[config.mk]
export PLATFORM = sky130hd
export DESIGN_NAME = pipe_reg_chain
export DESIGN_NICKNAME = d
export VERILOG_FILES = /design/src/rtl/pipe_pkg.sv /design/src/rtl/pipe_reg_stage.sv /design/src/rtl/pipe_reg_chain.sv
export SDC_FILE = /design/constraint.sdc
export NUM_CORES = 1
export LEC_CHECK = 0
export CELL_PAD_IN_SITES_DETAIL_PLACEMENT = 0
export CELL_PAD_IN_SITES_GLOBAL_PLACEMENT = 2
export CORE_MARGIN = 2
export CORE_UTILIZATION = 29
export CTS_BUF_LIST = sky130_fd_sc_hd__clkbuf_4
export CTS_CLUSTER_DIAMETER = 80
export DETAILED_ROUTE_END_ITERATION = 10
export GPL_TIMING_DRIVEN = 1
export HOLD_SLACK_MARGIN = 0.15
export PLACE_DENSITY = 0.88
export SETUP_SLACK_MARGIN = 0.2
export SLEW_MARGIN = 15
export SYNTH_ARGS = -nofsm -noshare
export SYNTH_HDL_FRONTEND = slang
export SYNTH_SLANG_ARGS = --single-unit
[constraint.sdc]
create_clock -name CLK -period 2.1 [get_ports CLK]
set_input_delay 0.21 -clock CLK [delete_from_list [all_inputs] [get_ports CLK]]
set_output_delay 0.21 -clock CLK [all_outputs]
set_load 0.1 [all_outputs]
[src/rtl/pipe_pkg.sv]
// pipe_pkg: shared constants and helpers for the pipeline register chain
package pipe_pkg;
  localparam int PIPE_MAX_DEPTH = 8;
  function automatic int clog2_occ(input int depth);
    return $clog2(depth + 1);
  endfunction
endpackage

[src/rtl/pipe_reg_stage.sv]
// pipe_reg_stage: one valid bit plus payload register of the chain
module pipe_reg_stage #(
  parameter int               WIDTH       = 32,
  parameter logic [WIDTH-1:0] RESET_VALUE = '0
) (
  input  logic             clk,
  input  logic             rst,
  input  logic             flush,
  input  logic             adv,
  input  logic             load,
  input  logic [WIDTH-1:0] din,
  output logic             valid,
  output logic [WIDTH-1:0] dout
);
  // take the upstream word when advancing; payload only changes on a real word
  always_ff @(posedge clk) begin
    if (rst || flush) begin
      valid <= 1'b0;
      dout  <= RESET_VALUE;
    end else if (adv) begin
      valid <= load;
      if (load) dout <= din;
    end
  end
endmodule

[src/rtl/pipe_reg_chain.sv]
// pipe_reg_chain: DEPTH-stage valid/ready register chain with bubble collapsing and flush
module pipe_reg_chain
  import pipe_pkg::*;
#(
  parameter int               WIDTH       = 32,
  parameter int               DEPTH       = 2,
  parameter logic [WIDTH-1:0] RESET_VALUE = '0
) (
  input  logic                        CLK,
  input  logic                        RST,
  input  logic                        flush,
  input  logic                        in_valid,
  output logic                        in_ready,
  input  logic [WIDTH-1:0]            in_data,
  output logic                        out_valid,
  input  logic                        out_ready,
  output logic [WIDTH-1:0]            out_data,
  output logic [clog2_occ(DEPTH)-1:0] occupancy
);
  localparam int OW = clog2_occ(DEPTH);
  logic [DEPTH-1:0] v, adv, mv, ld;
  logic [WIDTH-1:0] d  [DEPTH];
  logic [WIDTH-1:0] up [DEPTH];
  logic acc, con;
  // ripple the advance permission back from the output; empty stages always accept
  always_comb begin
    logic down;
    mv   = '0;
    adv  = '0;
    ld   = '0;
    down = out_ready;
    for (int k = DEPTH - 1; k >= 0; k--) begin
      mv[k]  = v[k] & down;
      adv[k] = ~v[k] | mv[k];
      down   = adv[k];
    end
    ld[0] = in_valid & adv[0];
    for (int k = 1; k < DEPTH; k++) ld[k] = mv[k-1];
  end
  assign in_ready  = adv[0];
  assign out_valid = v[DEPTH-1];
  assign out_data  = d[DEPTH-1];
  assign acc       = in_valid & in_ready;
  assign con       = out_valid & out_ready;
  for (genvar i = 0; i < DEPTH; i++) begin : g_stage
    if (i == 0) begin : g_head
      assign up[i] = in_data;
    end else begin : g_tail
      assign up[i] = d[i-1];
    end
    pipe_reg_stage #(.WIDTH(WIDTH), .RESET_VALUE(RESET_VALUE)) u_stage (
      .clk  (CLK),
      .rst  (RST),
      .flush(flush),
      .adv  (adv[i]),
      .load (ld[i]),
      .din  (up[i]),
      .valid(v[i]),
      .dout (d[i])
    );
  end
  // occupancy tracks accepted minus consumed words; flush and reset empty it
  always_ff @(posedge CLK) begin
    occupancy <= (RST || flush) ? '0 : occupancy + OW'(acc) - OW'(con);
  end
endmodule

Word level (Yosys, flattened, before mapping)
Cells that the tools add are included.
{ "classes": {"n_addsub": 2, "n_bitwise": 7, "n_reduce_logical": 3} }
{ "ops": {"columns": ["op", "count"], "rows": [
  ["AND reduction 2 bit", 2],
  ["AND 1 bit", 3],
  ["adder 2 x 1 -> 2 bit", 1],
  ["NOT 1 bit", 2],
  ["bitwise OR 1 bit", 2],
  ["subtractor 2 x 1 -> 2 bit", 1],
  ["logical OR 1 bit", 1]
]} }
{ "word_totals": {"inputBits": 37, "elab_cells": 17, "ff_bits": 68, "out_inout_bits": 36} }

Depth between registers and ports, before layout
{ "depth": {"word_depth": 7, "mapped_depth": 12, "ltp_nobuf": 9} }

By module
Synthesis repeated with hierarchy kept, for this count alone.
{ "hier_totals": {"cells_unflattened": 314, "hier_area_um2": 3300.7} }
{ "by_module_without_submodules": {"columns": ["module", "instances", "cells_each", "seq_area_each_um2", "area_each_um2"], "rows": [
  ["pipe_reg_stage", 2, 150, 660.6, 1577.8],
  ["pipe_reg_chain", 1, 14, 40.0, 145.1]
]} }

Worst setup path before layout
OpenSTA, ideal clock, no wires.
{ "synth_timing": {"path_kind": "flip-flop to flip-flop", "start": "register g_stage[1].u_stage.valid", "end": "register occupancy[1]", "arrival_ns": 2.482, "synth_period_minus_slack_ns": 2.610, "setup_time_ns": 0.128, "path_slack_ns": -0.510, "stages_incl_launch_ff": 12, "required_ns": 1.972, "n_path_buf": 2, "cell_sequence": "dfxtp_1 > and3b_1 > buf_6 > clkinv_4 > buf_6 > nand2_1 > ha_1 > inv_1 > ha_1 > xor2_1 > xnor2_1 > nor2_1"} }
{ "synth_via": {"elab_chain_len": 7, "elab_cells_between_ends": 8, "classes_between": "2 x add/sub; 6 x bitwise"} }
{ "synth_rtl": {"columns": ["item", "line", "source"], "rows": [
  ["start: declaration", "pipe_reg_stage.sv:12", "output logic valid,"],
  ["start signal: assignment", "pipe_reg_stage.sv:21", "valid <= load;"],
  ["AND 1 bit or NOT 1 bit (tied branches)", "pipe_reg_chain.sv:33, pipe_reg_chain.sv:34", null],
  ["bitwise OR 1 bit (*)", "pipe_reg_chain.sv:34", "adv[k] = ~v[k] | mv[k];"],
  ["AND 1 bit (*)", "pipe_reg_chain.sv:33", "mv[k] = v[k] & down;"],
  ["bitwise OR 1 bit (*)", "pipe_reg_chain.sv:34", null],
  ["net in_ready", "pipe_reg_chain.sv:13", "output logic in_ready,"],
  ["AND 1 bit (*)", "pipe_reg_chain.sv:43", "assign acc = in_valid & in_ready;"],
  ["adder 2 x 1 -> 2 bit (*)", "pipe_reg_chain.sv:64", "occupancy <= (RST || flush) ? '0 : occupancy + OW'(acc) - OW'(con);"],
  ["subtractor 2 x 1 -> 2 bit (*)", "pipe_reg_chain.sv:64", null],
  ["end signal: assignment", "pipe_reg_chain.sv:64", null],
  ["end: declaration", "pipe_reg_chain.sv:18", "output logic [clog2_occ(DEPTH)-1:0] occupancy"]
]} }
The timed path passes the listed nets; every way through them passes the cells marked *.
A chain may end at the register's enable or synchronous reset.

Worst setup path in the final report
{ "layout_timing": {"start": "register g_stage[1].u_stage.valid", "end": "output port in_ready"} }
{ "layout_via": {"elab_chain_len": 4, "elab_cells_between_ends": 5, "classes_between": "5 x bitwise"} }
{ "layout_rtl": {"columns": ["item", "line"], "rows": [
  ["AND 1 bit or NOT 1 bit (tied branches)", "pipe_reg_chain.sv:33, pipe_reg_chain.sv:34"],
  ["bitwise OR 1 bit (*)", "pipe_reg_chain.sv:34"],
  ["AND 1 bit (*)", "pipe_reg_chain.sv:33"],
  ["bitwise OR 1 bit (*)", "pipe_reg_chain.sv:34"],
  ["end: declaration", "pipe_reg_chain.sv:13"]
]} }
Every way passes the cells marked *; elsewhere a longest branch is shown, timed or not.

==> flow_summary.toml <==
[floorplanning]
coreArea_um2 = 9730
die_h_um = 104
io_pins = 73
dieArea_um2 = 10800
die_w_um = 104
placementRows = 36
initial_core_util_pct = 29.7

[logic_synthesis]
synth_seq_cells = 68
synth_cell_type_count = 21
synthTopCellsByCount = "dfxtp_1, a21oi_1, nand3_1, o21ai_0, buf_4"
synth_xor_area_share_pct = 0.606
synthCells = 347
yosysMostFrequentCell = "dfxtp_1"
synth-adder-area-share_pct = 0.866
yosys.area.top_type = "dfxtp_1"
synth.cell_area_um2 = 2890
synthSimpleGateAreaFrac_pct = 12.7
yosysSeqAreaShare_pct = 47.1
syn-mean-instance-area_um2 = 8.33
ys_async_sr_fraction_pct = 0
synth_warnings = 0
synth-compound-area-share_pct = 22.5
synth_top_family_by_area = "compound AO/OA/AOI/OAI gates"
synthFlopType = "dfxtp_1"
synth_area_leaders = "dfxtp_1, a21oi_1, nand3_1"
synth_top_area_share_pct = 47.1
synth-edff-count = 0
syn_nets = 386
synthMuxAreaShare_pct = 0

[grt]
overflow = 0
grt_pass1_wl_um = 12100
grtUsageMet2_pct = 22.6
top_usage_layer = "met2"
use_met1_pct = 17.6
antenna_found_initial = 0
grt_max_degree = 41
globalRouteMet3Util_pct = 3.46
grt_use_total_pct = 14.1
grt_pass1_vias = 2373

[critical_path]
startpoint_type = "flip-flop"
startpoint = "g_stage[1].u_stage.valid"
r2r_slack_ns = 0.43
cp_slowest_stage_delay_ns = 0.36
r2r_end = "occupancy[1]"
critical_path_class = "reg2out"
cp_data_arrival_time_ns = 1.56
cp_cell_sequence = "and3b_1, clkinv_8, buf_6, buf_12"
worstPathMaxFanout = 34
cp.required_ns = 1.89
rr_worst_depth = 9
path_delay_family = "buffers and inverters"
r2r-start = "g_stage[0].u_stage.valid"
cp_slowest_cell = "dfxtp_4"
worstPathBufferInverterCount = 3
end_kind = "output port"

[finish]
syn_to_final_growth_pct = 21.9
diodes = 0
layout-drive-gt1-share_pct = 18.0
layout.nets = 411
utilization_pct = 36.2

[min_path]
holdPathStages = 3
min_path_type = "in2reg"
hold_path_end = "g_stage[0].u_stage.dout[24]"
hp-start = "in_data[24]"

[routing]
drcViolationCount = 0
avgRoutedWirePerCell_um = 14.3
first_iter_violations = 116
via_per_inst = 4.80
routed_wl_um = 7280
ant_nets = 0
dr.pass1.iters = 4
vias = 2446

[timing]
holdWs_ns = 0.343
max_clock_freq_mhz = 564
finalSetupViolCount = 0
tns_ns = 0
hold_viol = 0
min_period_over_period_pct = 84.4
setup_ws_ns = 0.327
tightest_slew_ns = 0.981
drv_slew = 0
rsz0062_at_grt = "no"
slew_headroom_pct = 34.6
finClkSkew_ns = 0.0204
min_period_ns = 1.77

[place]
hpwl_um = 4710
io_buffers = 72
dp_slack_ns = 0.0769
gp_congestion = 0.717

[power_and_ir_drop]
leakage_nw = 1.25
peakVddDrop_mv = 0.336
powerDensity_nw_per_um2 = 676

[run]
cap_viol_max_count = 0

[clock_tree]
cts_inserted_buffers = 9
htreeDepth = 3
cts_tree = "yes"
cts_root_buf = "clkbuf_4"
clockBufferDepth = 2
cts.sinks = 68
cts_hold_buffers = 0
clk_pin_slew_worst_paths_ns = 0.13
clock_latency_ns = 0.42

[run_status]
status = "finished, final reports clean"
[how the worst max path moves through the flow]
stage / endpoint / cells past startpoint / slack (ns)
finish: in_ready / 4 / 0.33
global route: in_ready / 4 / 0.24
CTS: in_ready / 4 / 0.28
detailed placement: occupancy[1] / 10 / 0.08
global placement: occupancy[1] / 10 / 0.13
floorplan: occupancy[1] / 11 / 0.09
[cells by family after synthesis]
| group | count (synthesis) |
|---|---|
| AOI/OAI and AO/OA | 130 |
| buffers and inverters | 73 |
| DFF | 68 |
| and+or+nand+nor | 72 |
| xor gates and xnor gates | 2 |
| adders and majority gates | 2 |
[repair_timing]
| action | in CTS | in global routing |
|---|---|---|
| resized for setup | 1 | 0 |
| setup endpoints to repair | 1 | 0 |
| setup buffers | 0 | 0 |
[registers in the layout (all words and copies together), names as in the netlist]
signal	flops
g_stage.u_stage.dout	64
g_stage.u_stage.valid	2
occupancy	2
[power by group]
group          internal [mW]  switching (mW)  total, mW
registers               1.31          0.0119       1.32
clock network          0.356           0.477      0.834
logic                  0.101           0.124      0.225
total                   1.77           0.613       2.38
[per-layer routing]
layer / share of wire (%) / vias to the layer above
met5: 0 / -
met4: 1.6 / 0
met3: 4.6 / 12
met2: 49 / 57
met1: 45 / 1149
li1: - / 1228
[through the flow]
stage / std cells / area (µm²) / power (mW)
CTS: 510 / 3520 / 2.42
floorplan: 347 / 2950 / 1.48
global route: 510 / 3520 / 2.49
detailed placement: 494 / 3390 / 1.58
global placement: 494 / 3390 / 1.58
finish: 510 / 3520 / 2.38
[final cells by class]
cell class	count	area (µm²)
clock inverters	7	67.6
repair buffers	82	734
multi-input cells	206	1090
well taps	133	166
inverters	5	31.3
flip-flops and latches	68	1370
fillers	1054	6200
clock buffers	9	67.6
[tightest hold or removal path, delay by kind of cell]
family | cells | cell delay [ns]
simple gates | 1 | 0.07
compound gates | 1 | 0.05
buf+inv | 1 | 0.39
[layout by cell type, fill, tap and decap left out, drive strengths merged]
cell / instances
xor2: 1
and2b: 1
and3b: 1
clkbuf: 9
ha: 2
bufinv: 1
o21ai: 64
buf: 46
or2: 1
nand2: 1
xnor2: 1
dfxtp: 68
nand3: 64
clkdlybuf4s50: 36
clkinv: 5
a21oi: 66
nand2b: 1
clkinvlp: 2
inv: 4
and2: 1
nor2: 2
No activity file was read; power rests on OpenSTA's default activity.
